`config.mk`:
```
export PLATFORM = sky130hd
export DESIGN_NAME = puf_chal_applier
export DESIGN_NICKNAME = d
export VERILOG_FILES = /design/src/rtl/puf_chal_applier_pkg.sv /design/src/rtl/puf_resp_sync.sv /design/src/rtl/puf_chal_applier.sv
export SDC_FILE = /design/constraint.sdc
export NUM_CORES = 1
export LEC_CHECK = 0
export BUFFER_PORTS_ARGS = -buffer_cell sky130_fd_sc_hd__clkbuf_2
export CORE_UTILIZATION = 47
export DETAILED_ROUTE_END_ITERATION = 10
export HOLD_SLACK_MARGIN = 0.08
export PLACE_DENSITY = 0.85
export SLEW_MARGIN = 20
export SYNTH_ARGS = -nofsm -noshare
export SYNTH_HDL_FRONTEND = slang
export SYNTH_SLANG_ARGS = --single-unit
```
`constraint.sdc`:
```
create_clock -name i_lfsrclk -period 2 [get_ports i_lfsrclk]
set_clock_uncertainty 0.2 [all_clocks]
set_input_delay 0.4 -clock i_lfsrclk [delete_from_list [all_inputs] [get_ports i_lfsrclk]]
set_output_delay 0.4 -clock i_lfsrclk [all_outputs]
set_load 0.02 [all_outputs]
```
`src/rtl/puf_chal_applier_pkg.sv`:
```
// Shared types and defaults for the PUF challenge applier.
package puf_chal_applier_pkg;

   localparam int unsigned CHAL_W_DEF = 64;
   localparam int unsigned RESP_W_DEF = 32;

   typedef enum logic [2:0] {
      StIdle   = 3'd0,
      StLaunch = 3'd1,
      StSettle = 3'd2,
      StSample = 3'd3,
      StHold   = 3'd4
   } state_e;

endpackage

```
`src/rtl/puf_resp_sync.sv`:
```
// Two-flop synchroniser for the raw arbiter latch output.
module puf_resp_sync (
   input  logic i_clk,
   input  logic i_rstn,
   input  logic i_d,
   output logic o_q
);

   logic [1:0] r_sync;

   always_ff @(posedge i_clk or negedge i_rstn) begin
      if (!i_rstn) begin
         r_sync <= '0;
      end else begin
         r_sync <= {r_sync[0], i_d};
      end
   end

   assign o_q = r_sync[1];

endmodule

```
`src/rtl/puf_chal_applier.sv`:
```
// Applies LFSR challenges to the arbiter PUF, samples the synchronised response after a settle
// window and packs response bits into words delivered over a valid/ready handshake.
module puf_chal_applier
   import puf_chal_applier_pkg::*;
#(
   parameter int unsigned CHAL_W = CHAL_W_DEF,
   parameter int unsigned RESP_W = RESP_W_DEF,
   parameter int unsigned SETTLE = 16,
   parameter int unsigned CNT_W  = 8
) (
   input  logic              i_lfsrclk,
   input  logic              i_rstn,
   input  logic [CHAL_W-1:0] i_ldw,
   input  logic              i_lfsrdone,
   output logic [CHAL_W-1:0] o_chal,
   output logic              o_launch,
   input  logic              i_pufresp,
   output logic [RESP_W-1:0] o_respword,
   output logic              o_respvalid,
   input  logic              i_respready,
   output logic              o_busy,
   output logic              o_ovf
);

   localparam int unsigned      IDX_W    = $clog2(RESP_W);
   localparam logic [CNT_W-1:0] CNT_LAST = CNT_W'(SETTLE - 1);
   localparam logic [IDX_W-1:0] IDX_LAST = IDX_W'(RESP_W - 1);

   state_e              r_state, w_state_nxt;
   logic [CNT_W-1:0]    r_cnt, w_cnt_nxt;
   logic [IDX_W-1:0]    r_idx, w_idx_nxt;
   logic [RESP_W-1:0]   r_acc, w_acc_nxt;
   logic [CHAL_W-1:0]   r_chal, w_chal_nxt;
   logic                r_launch, w_launch_nxt;
   logic [RESP_W-1:0]   r_respword, w_respword_nxt;
   logic                r_respvalid, w_respvalid_nxt;
   logic                r_ovf, w_ovf_nxt;
   logic                w_sync;
   logic                w_out_free;

   puf_resp_sync u_resp_sync (
      .i_clk  (i_lfsrclk),
      .i_rstn (i_rstn),
      .i_d    (i_pufresp),
      .o_q    (w_sync)
   );

   // Output register can take a new word if empty or being drained on this edge.
   assign w_out_free = ~r_respvalid | i_respready;

   always_comb begin
      w_state_nxt     = r_state;
      w_cnt_nxt       = r_cnt;
      w_idx_nxt       = r_idx;
      w_acc_nxt       = r_acc;
      w_chal_nxt      = r_chal;
      w_launch_nxt    = 1'b0;
      w_respword_nxt  = r_respword;
      w_respvalid_nxt = r_respvalid & ~i_respready;
      w_ovf_nxt       = r_ovf | (i_lfsrdone & (r_state != StIdle));

      unique case (r_state)
         StIdle: begin
            if (i_lfsrdone) begin
               w_chal_nxt   = i_ldw;
               w_launch_nxt = 1'b1;
               w_state_nxt  = StLaunch;
            end
         end
         StLaunch: begin
            w_cnt_nxt   = '0;
            w_state_nxt = StSettle;
         end
         StSettle: begin
            w_cnt_nxt = r_cnt + 1'b1;
            if (r_cnt == CNT_LAST) begin
               w_state_nxt = StSample;
            end
         end
         StSample: begin
            w_acc_nxt[r_idx] = w_sync;
            if (r_idx != IDX_LAST) begin
               w_idx_nxt   = r_idx + 1'b1;
               w_state_nxt = StIdle;
            end else if (w_out_free) begin
               w_respword_nxt  = {w_sync, r_acc[RESP_W-2:0]};
               w_respvalid_nxt = 1'b1;
               w_idx_nxt       = '0;
               w_state_nxt     = StIdle;
            end else begin
               w_state_nxt = StHold;
            end
         end
         StHold: begin
            if (w_out_free) begin
               w_respword_nxt  = r_acc;
               w_respvalid_nxt = 1'b1;
               w_idx_nxt       = '0;
               w_state_nxt     = StIdle;
            end
         end
         default: w_state_nxt = StIdle;
      endcase
   end

   always_ff @(posedge i_lfsrclk or negedge i_rstn) begin
      if (!i_rstn) begin
         r_state     <= StIdle;
         r_cnt       <= '0;
         r_idx       <= '0;
         r_acc       <= '0;
         r_chal      <= '0;
         r_launch    <= 1'b0;
         r_respword  <= '0;
         r_respvalid <= 1'b0;
         r_ovf       <= 1'b0;
      end else begin
         r_state     <= w_state_nxt;
         r_cnt       <= w_cnt_nxt;
         r_idx       <= w_idx_nxt;
         r_acc       <= w_acc_nxt;
         r_chal      <= w_chal_nxt;
         r_launch    <= w_launch_nxt;
         r_respword  <= w_respword_nxt;
         r_respvalid <= w_respvalid_nxt;
         r_ovf       <= w_ovf_nxt;
      end
   end

   assign o_chal      = r_chal;
   assign o_launch    = r_launch;
   assign o_respword  = r_respword;
   assign o_respvalid = r_respvalid;
   assign o_busy      = (r_state != StIdle);
   assign o_ovf       = r_ovf;

endmodule

```
==> results of run 1 <==
==> layer usage <==
layer,GRT usage (%),up-vias
met5,0,-
met4,7.69,0
met3,5.23,29
met2,37.4,208
met1,29.8,2501
li1,-,2168
==> final timing paths <==
path / startpoint / endpoint / slack, ns / cells past startpoint
min: u_resp_sync.r_sync[0]$_DFF_PN0_ / u_resp_sync.r_sync[1]$_DFF_PN0_ / 0.15 / 0
max reg2reg: r_state[1]$_DFFE_PN0P_ / o_chal[33]$_DFFE_PN0P_ / -0.17 / 7
min in group asynchronous: i_rstn / o_chal[30]$_DFFE_PN0P_ / 0.31 / 2
max: r_state[1]$_DFFE_PN0P_ / o_chal[33]$_DFFE_PN0P_ / -0.17 / 7
max in group asynchronous: i_rstn / o_chal[28]$_DFFE_PN0P_ / 0.62 / 3
min reg2reg: u_resp_sync.r_sync[0]$_DFF_PN0_ / u_resp_sync.r_sync[1]$_DFF_PN0_ / 0.15 / 0
==> registers in the layout (all words and copies together), names as in the netlist <==
name / flops
u_resp_sync.r_sync: 2
r_idx: 5
o_ovf: 1
r_state: 3
o_launch: 1
o_respword: 32
r_cnt: 8
r_acc: 32
o_chal: 64
o_respvalid: 1
==> power by group <==
group | total (mW) | switching, mW | internal [mW]
logic | 5.21 | 2.65 | 2.56
clock network | 3.06 | 1.17 | 1.90
registers | 4.67 | 0.698 | 3.97
total | 12.9 | 4.52 | 8.42
==> layout make-up <==
type                    count  area, sq um  share of cell area, %
flip-flops and latches    149         3730                   39.8
repair buffers            284         2100                   22.4
inverters                   9         36.3                  0.387
multi-input cells         267         2720                   29.0
clock buffers              23          468                   4.99
well taps                 172          215                   2.30
clock inverters             8          101                   1.08
==> Yosys cell counts, drive strengths merged (6+ instances only) <==
library cell | n | area (sq um)
nand2 | 18 | 67.6
a21oi | 6 | 41.3
mux2 | 129 | 1450
nand4b | 7 | 61.3
buf | 15 | 113
o21ai | 7 | 35.0
ha | 7 | 87.6
and4b | 6 | 60.1
nor2 | 23 | 86.3
nand3 | 8 | 40.0
inv | 9 | 33.8
dfrtp | 149 | 3730
clkbuf | 12 | 45.0
==> per-stage QoR <==
| stage | hold WS [ns] | utilization [%] | instance area [sq um] | TNS [ns] | power [mW] |
|---|---|---|---|---|---|
| finish | 0.146 | 73.1 | 9370 | -9.58 | 12.9 |
| global route | 0.155 | 73.1 | 9370 | -15.08 | 13.4 |
| floorplan | -0.0956 | - | 6310 | -5.96 | 7.10 |
| CTS | 0.149 | 68.9 | 8840 | -6.63 | 11.8 |
| detailed placement | 0.145 | 58.4 | 7490 | -5.17 | 8.52 |
| global placement | 0.140 | 58.4 | 7490 | -3.08 | 8.34 |
==> kinds of logic after synthesis <==
group / Yosys count / synth area share, %
flops: 149 / 59.5
mux: 129 / 23.2
simple gates: 95 / 8.78
buf+inv: 36 / 3.05
compound gates: 35 / 3.99
fa+ha+maj: 7 / 1.40
xor+xnor: 1 / 0.140
==> what timing repair did <==
action	in CTS	in global routing
hold endpoints to repair	111	0
hold buffers	67	0
resized for setup	14	91
endpoints found under the setup margin	39	114
gates cloned	0	7
buffers inserted	7	7
pin swaps	11	10
==> critical path, cell delays in order, from the launching register on <==
cell and delay (ns):
dfrtp_1 0.39, or3_4 0.41, buf_6 0.13, nor2_4 0.15, buf_12 0.17, buf_12 0.12
clkbuf_16 0.16, mux2_4 0.31
==> results.md, run 1 <==
- Final Hold Fails: 0
- Status: finished with violations
- GRT Residual Overflow: 0
- Type of origin of the critical path: register
- Async SR Flop Fraction: 100%
- Setup ws final: -0.174 ns
- Clk sink count: 149
- CTS Buffer Depth: 2
- CTS Buf Count: 17
- Largest net degree at the start of global routing: 66
- Layout area overhead: 49.5%
- Layout cells sized above 1: 52.7%
- Class of the worst hold path: register to register
- Met2 wire len: 9.07 mm
- Synth unique cells: 47
- Worst VDD drop: 0.734 mV
- Post-DR wirelength/cell: 19.8 microns
- WS Path Type: register to register
- Main synth FF type: dfrtp_1
- Slew HR: 63.2%
- Mean Syn Cell Area: 13.9 sq um
- Detailed-route vias per instance: 5.38
- Ports: 169
- Sequential-to-total area share from yosys stat: 59.5%
- Metal-1 WL: 7.80 mm
- Gr usage total: 22.8%
- Routed WL: 18.1 mm
- Worst slack at placement: -0.175 ns
- CTS tree: yes
- CP required: 2.09 ns
- CP arrival: 2.27 ns
- Die Ht: 118 microns
- Post-DP HPWL: 9.63 mm
- IO buf count: 168
- Worst-skew pair later-pin latency: 0.41 ns
- Wire length on met3: 898 microns
- Vias in the first global route: 4706
- GP Congestion: 0.875
- Max cap viols: 0
- Power per cell area: 1380 nW/um^2
- Max Slew Vio Count: 0
- Starting DRC count in detailed routing: 331
- Final nets: 804
- Commonest non-fill, non-tap cell in the layout: clkbuf_2
- Measured slew at the worst slew-check pin: 0.553 ns
- #FFs+latches synth: 149
- First-pass GRT wire length: 24.9 mm
- Final ANT Viol Nets: 0
- Initial Util: 48.9%
- Top Layer Used: met4
- Final setup viols: 89
- Area of the mapped netlist: 6270 sq um
- Die ar.: 13800 sq um
- Failing checks: setup timing
- Core Footprint: 12800 sq um
- Syn_nets: 528
- Ys Warns: 0
- Fmax achieved: 460 MHz
- H-Tree Depth: 4
- Fin crit period: 2.17 ns
- # rows: 41
- Drt first pass iters: 4
- Max Fanout on Critical Path: 8
- Critical Path End Type: register
- Die Wd: 118 microns
- Non-filler cells, final: 912
- Initial antenna violation count: 0
- Tcrit/Tclk final: 109%
- RSZ-0062 raised after global routing: true
- Placed Instances: 795
- Vias: 4906
- Most frequent cells in the layout: clkbuf_2, dfrtp_1, mux2_4, dlygate4sd3_1, mux2_2
- Diode count: 0
- # fillers: 806
- Instance count of the mapped netlist: 452
- DRC Markers: 0
- Pleak: 4.63 nW
- Clock transition at path regs: 0.06 ns
- CTS root buf: clkbuf_16
- Post-synth EDFFs: 0
(Power assumes the default switching activity.)
==> run 2: changes to the inputs <==
--- a/config.mk
+++ b/config.mk
@@ -9,5 +9,4 @@
 export CORE_UTILIZATION = 47
 export DETAILED_ROUTE_END_ITERATION = 10
-export HOLD_SLACK_MARGIN = 0.08
 export PLACE_DENSITY = 0.85
 export SLEW_MARGIN = 20
--- a/constraint.sdc
+++ b/constraint.sdc
@@ -3,3 +3,3 @@
 set_input_delay 0.4 -clock i_lfsrclk [delete_from_list [all_inputs] [get_ports i_lfsrclk]]
 set_output_delay 0.4 -clock i_lfsrclk [all_outputs]
-set_load 0.02 [all_outputs]
+set_load 0.1 [all_outputs]
==> results.md, run 2 (synthesized netlist as in run 1, its figures left out) <==
- WS Path Type: register to register
- Wire length on met3: 830 microns
- # fillers: 848
- Layout cells sized above 1: 58.1%
- Diode count: 0
- First-pass GRT wire length: 24.7 mm
- Layout area overhead: 41.1%
- Largest net degree at the start of global routing: 56
- CTS Buf Count: 17
- Slew HR: 61.3%
- Most frequent cells in the layout: clkbuf_2, dfrtp_1, mux2_4, mux2_2, buf_4
- Final setup viols: 92
- Fmax achieved: 459 MHz
- CP delay by family, top: flip-flops
- CP arrival: 2.28 ns
- Initial Util: 48.9%
- RSZ-0062 raised after global routing: true
- GP Congestion: 0.899
- CTS Buffer Depth: 2
- Vias in the first global route: 4840
- Worst-skew pair later-pin latency: 0.42 ns
- Measured slew at the worst slew-check pin: 0.582 ns
- Critical path cell sequence: ha_2 > and3_4 > ha_4 > nand4b_1 > a21oi_4 > buf_6 > clkbuf_16 > mux2_2
- Drt first pass iters: 4
- Max FFs per register: 64
- CP required: 2.10 ns
- Max cap viols: 0
- Initial antenna violation count: 0
- Met2 wire len: 8.15 mm
- Critical Path End Type: register
- Final ANT Viol Nets: 0
- CTS root buf: clkbuf_16
- Max Slew Vio Count: 0
- Commonest non-fill, non-tap cell in the layout: clkbuf_2
- CTS tree: yes
- Finished Core Util: 69.0%
- Die Ht: 118 microns
- Routed WL: 16.0 mm
- Setup ws final: -0.177 ns
- Starting DRC count in detailed routing: 395
- Die Wd: 118 microns
- Fin crit period: 2.18 ns
- Type of origin of the critical path: register
- Detailed-route vias per instance: 5.41
- # rows: 41
- Post-DP HPWL: 9.67 mm
- Die ar.: 13800 sq um
- WP buf/inv: 2
- Clock transition at path regs: 0.06 ns
- Top Layer Used: met4
- Core Footprint: 12800 sq um
- Class of the worst hold path: input pin to register
- Crit-path slowest cell: dfrtp_1
- Vias: 4613
- Gr usage total: 22.7%
- Metal-1 WL: 6.71 mm
- Ports: 169
- Max Fanout on Critical Path: 8
- Tcrit/Tclk final: 109%
- H-Tree Depth: 4
- Failing checks: setup timing
- Status: finished with violations
- GRT Residual Overflow: 0
- Final nets: 744
- Clk sink count: 149
- DRC Markers: 0
- Post-DR wirelength/cell: 18.7 microns
- Final Hold Fails: 0
- Slowest Stage Delay on Critical Path: 0.36 ns
- IO buf count: 168
==> run 2: cell count changes in the layout (fill, tap and decap cells not counted), sizes merged <==
cell,before,now
clkinv,6,7
inv,9,10
buf,47,52
clkbuf,193,191
bufinv,2,3
dlygate4sd3,67,2
==> run 2: layout make-up <==
cell class              instances  area [sq um]  area share (%)
well taps                     172           215            2.43
flip-flops and latches        149          3730            42.2
multi-input cells             267          2720            30.7
clock buffers                  21           460            5.21
clock inverters                11           149            1.68
repair buffers                224          1540            17.4
inverters                       9          38.8           0.438
==> run 2: through the flow <==
step           area (sq um)  TNS [ns]  hold slack [ns]  setup WS (ns)  instances
2_1_floorplan          6540    -11.86          -0.0956         -0.196        452
3_3_place_gp           7720     -3.12            0.107        -0.0992        797
3_5_place_dp           7720     -5.10            0.117         -0.165        797
4_1_cts                8600     -4.32         0.000506         -0.152        848
5_1_grt                8850    -11.48          0.00815         -0.249        853
6_report               8850     -6.90           0.0135         -0.177        853
==> run 2: final timing paths <==
check / depth (start not counted) / slack (ns) / startpoint / end
hold reg to reg: 0 / 0.15 / u_resp_sync.r_sync[0]$_DFF_PN0_ / u_resp_sync.r_sync[1]$_DFF_PN0_
setup reg to reg: 8 / -0.18 / r_idx[0]$_DFFE_PN0N_ / o_respword[28]$_DFFE_PN0P_
setup / recovery: 8 / -0.18 / r_idx[0]$_DFFE_PN0N_ / o_respword[28]$_DFFE_PN0P_
min in group asynchronous: 2 / 0.24 / i_rstn / o_launch$_DFF_PN0_
hold / removal: 2 / 0.01 / i_ldw[8] / o_chal[8]$_DFFE_PN0P_
max in group asynchronous: 3 / 0.75 / i_rstn / o_respvalid$_DFF_PN0_
==> run 2: metal layers <==
| metal | vias up | track usage (%) |
|---|---|---|
| li1 | 2050 | - |
| met1 | 2351 | 28.8 |
| met2 | 189 | 38.4 |
| met3 | 23 | 4.70 |
| met4 | 0 | 8.57 |
| met5 | - | 0 |
==> run 2: worst reg2reg max path, cell delays in order (launching register included) <==
cell and delay, ns:
dfrtp_1 0.36, ha_2 0.19, and3_4 0.19, ha_4 0.14, nand4b_1 0.17, a21oi_4 0.19, buf_6 0.15, clkbuf_16 0.15
mux2_2 0.33
==> run 2: repair_timing <==
action	in CTS	in global routing
gates resized for setup	23	42
endpoints found under the setup margin	34	108
setup buffers	15	5
hold endpoints to repair	33	0
hold buffers	2	0
pin swaps	10	6
gates cloned	2	4
Power of run 2 is not shown: default switching activity piles up to over one toggle a cycle in this logic, so the estimate is an artifact.
==> run 3: changes to the inputs <==
--- a/constraint.sdc
+++ b/constraint.sdc
@@ -3,3 +3,3 @@
 set_input_delay 0.4 -clock i_lfsrclk [delete_from_list [all_inputs] [get_ports i_lfsrclk]]
 set_output_delay 0.4 -clock i_lfsrclk [all_outputs]
-set_load 0.1 [all_outputs]
+set_load 0.005 [all_outputs]
==> results.md, run 3 (synthesized netlist as in run 1, its figures left out) <==
- Die ar.: 13800 sq um
- Post-DP HPWL: 9.34 mm
- Max cap viols: 0
- CP arrival: 2.31 ns
- Internal power: 8.42 mW
- CTS Buf Count: 17
- RSZ-0062 raised after global routing: true
- Fraction of power consumed by sequential logic: 38.6%
- Largest net degree at the start of global routing: 90
- Clk network pwr share: 27.5%
- Combinational fraction of design power: 34.0%
- CTS Buffer Depth: 2
- Die Ht: 118 microns
- Final setup viols: 94
- Diode count: 0
- Measured slew at the worst slew-check pin: 0.475 ns
- Most frequent cells in the layout: clkbuf_2, dfrtp_1, mux2_4, mux2_2, buf_4
- Initial Util: 48.9%
- Layout cells sized above 1: 58.3%
- Power per cell area: 1350 nW/um^2
- Initial antenna violation count: 0
- Layout area overhead: 39.8%
- Finished Core Util: 68.4%
- WS Path Type: register to register
- Drt first pass iters: 5
- Max FFs per register: 64
- Clk sink count: 149
- Gr usage total: 20.9%
- Wire length on met3: 842 microns
- First-pass GRT wire length: 22.8 mm
- Fmax achieved: 452 MHz
- Pleak: 4.37 nW
- Switching Share: 29.1%
- Met2 wire len: 7.84 mm
- Post-DR wirelength/cell: 18.4 microns
- Cell area after layout: 8770 sq um
- Starting DRC count in detailed routing: 236
- Setup ws final: -0.211 ns
- Final Hold Fails: 0
- Placed inst area: 7440 sq um
- Detailed-route vias per instance: 5.37
- Status: finished with violations
- # rows: 41
- R2R setup slack: -0.21 ns
- GRT Residual Overflow: 0
- IO buf count: 168
- Failing checks: setup timing
- Critical Path End Type: register
- Net Switching: 3.46 mW
- Worst-skew pair later-pin latency: 0.42 ns
- Top Layer Used: met4
- CP required: 2.10 ns
- Fin crit period: 2.21 ns
- Class of the worst hold path: input pin to register
- CTS tree: yes
- Routed WL: 15.6 mm
- Worst VDD drop: 0.812 mV
- Vias in the first global route: 4584
- Tcrit/Tclk final: 111%
- DRC Markers: 0
- Ports: 169
- Final nets: 742
- Type of origin of the critical path: register
- GP Congestion: 0.895
- CTS root buf: clkbuf_16
- H-Tree Depth: 4
- Max Fanout on Critical Path: 6
- Slew HR: 68.3%
- Hold_sp: i_ldw[38]
- Final ANT Viol Nets: 0
- Die Wd: 118 microns
- Vias: 4555
- CP Launch Point: r_idx[0]$_DFFE_PN0N_
- Core Footprint: 12800 sq um
- Metal-1 WL: 6.57 mm
- FF-to-FF Start: r_idx[0]$_DFFE_PN0N_
- Max Slew Vio Count: 0
- Commonest non-fill, non-tap cell in the layout: clkbuf_2
- Clock transition at path regs: 0.06 ns
-- run 3: metrics by stage --
step                setup WS [ns]  total power [mW]  setup TNS, ns  instances  hold slack, ns
finish                     -0.211              11.9          -9.62        849          0.0181
global route               -0.305              12.5         -15.59        849         0.00344
CTS                        -0.149              11.0          -3.90        829         0.00712
detailed placement         -0.173              7.66          -5.06        790           0.160
global placement          -0.0899              7.44          -2.49        790           0.145
floorplan                  -0.196              6.28          -5.96        452         -0.0956
-- run 3: layout make-up --
type	count	area [sq um]
Clock buffer	23	488
Clock inverter	7	121
Fill cell	882	4060
Inverter	9	38.8
Multi-Input combinational cell	267	2700
Sequential cell	149	3730
Tap cell	172	215
Timing Repair Buffer	222	1480
-- run 3: power by group through the flow --
| stage | sequential, mW | combinational, mW | clock, mW |
|---|---|---|---|
| floorplan | 4.52 | 1.75 | 0 |
| global placement | 4.49 | 2.95 | 0 |
| detailed placement | 4.57 | 3.10 | 0 |
| CTS | 4.53 | 3.17 | 3.31 |
| global route | 4.68 | 4.33 | 3.46 |
| finish | 4.58 | 4.03 | 3.26 |
-- run 3: routing by layer --
metal,GRT usage (%),vias to the layer above
met1,25.1,2302
met3,5.57,34
met4,9.86,0
met5,0,-
li1,-,2049
met2,34.9,170
-- run 3: final timing paths --
kind / endpoint / cells past startpoint
worst min register to register: u_resp_sync.r_sync[1]$_DFF_PN0_ / 0
min in group asynchronous: o_respword[8]$_DFFE_PN0P_ / 3
worst max register to register: o_respword[16]$_DFFE_PN0P_ / 8
worst max-delay path: o_respword[16]$_DFFE_PN0P_ / 8
max in group asynchronous: r_state[2]$_DFFE_PN0P_ / 3
worst min-delay path: o_chal[38]$_DFFE_PN0P_ / 2
-- run 3: critical path: stages (launching register included) --
cell and delay [ns]:
dfrtp_1 0.36, ha_2 0.19, and3_4 0.20, ha_4 0.13, nand4b_1 0.18, a21oi_4 0.21
buf_4 0.16, clkbuf_16 0.15, mux2_2 0.33
-- run 3: timing repair --
item / CTS / global route
gates cloned: 1 / 9
hold buffers: 2 / 0
setup buffers: 6 / 15
resized for setup: 11 / 97
endpoints found under the setup margin: 37 / 111
endpoints found under the hold margin: 150 / 0
pin swaps: 8 / 10
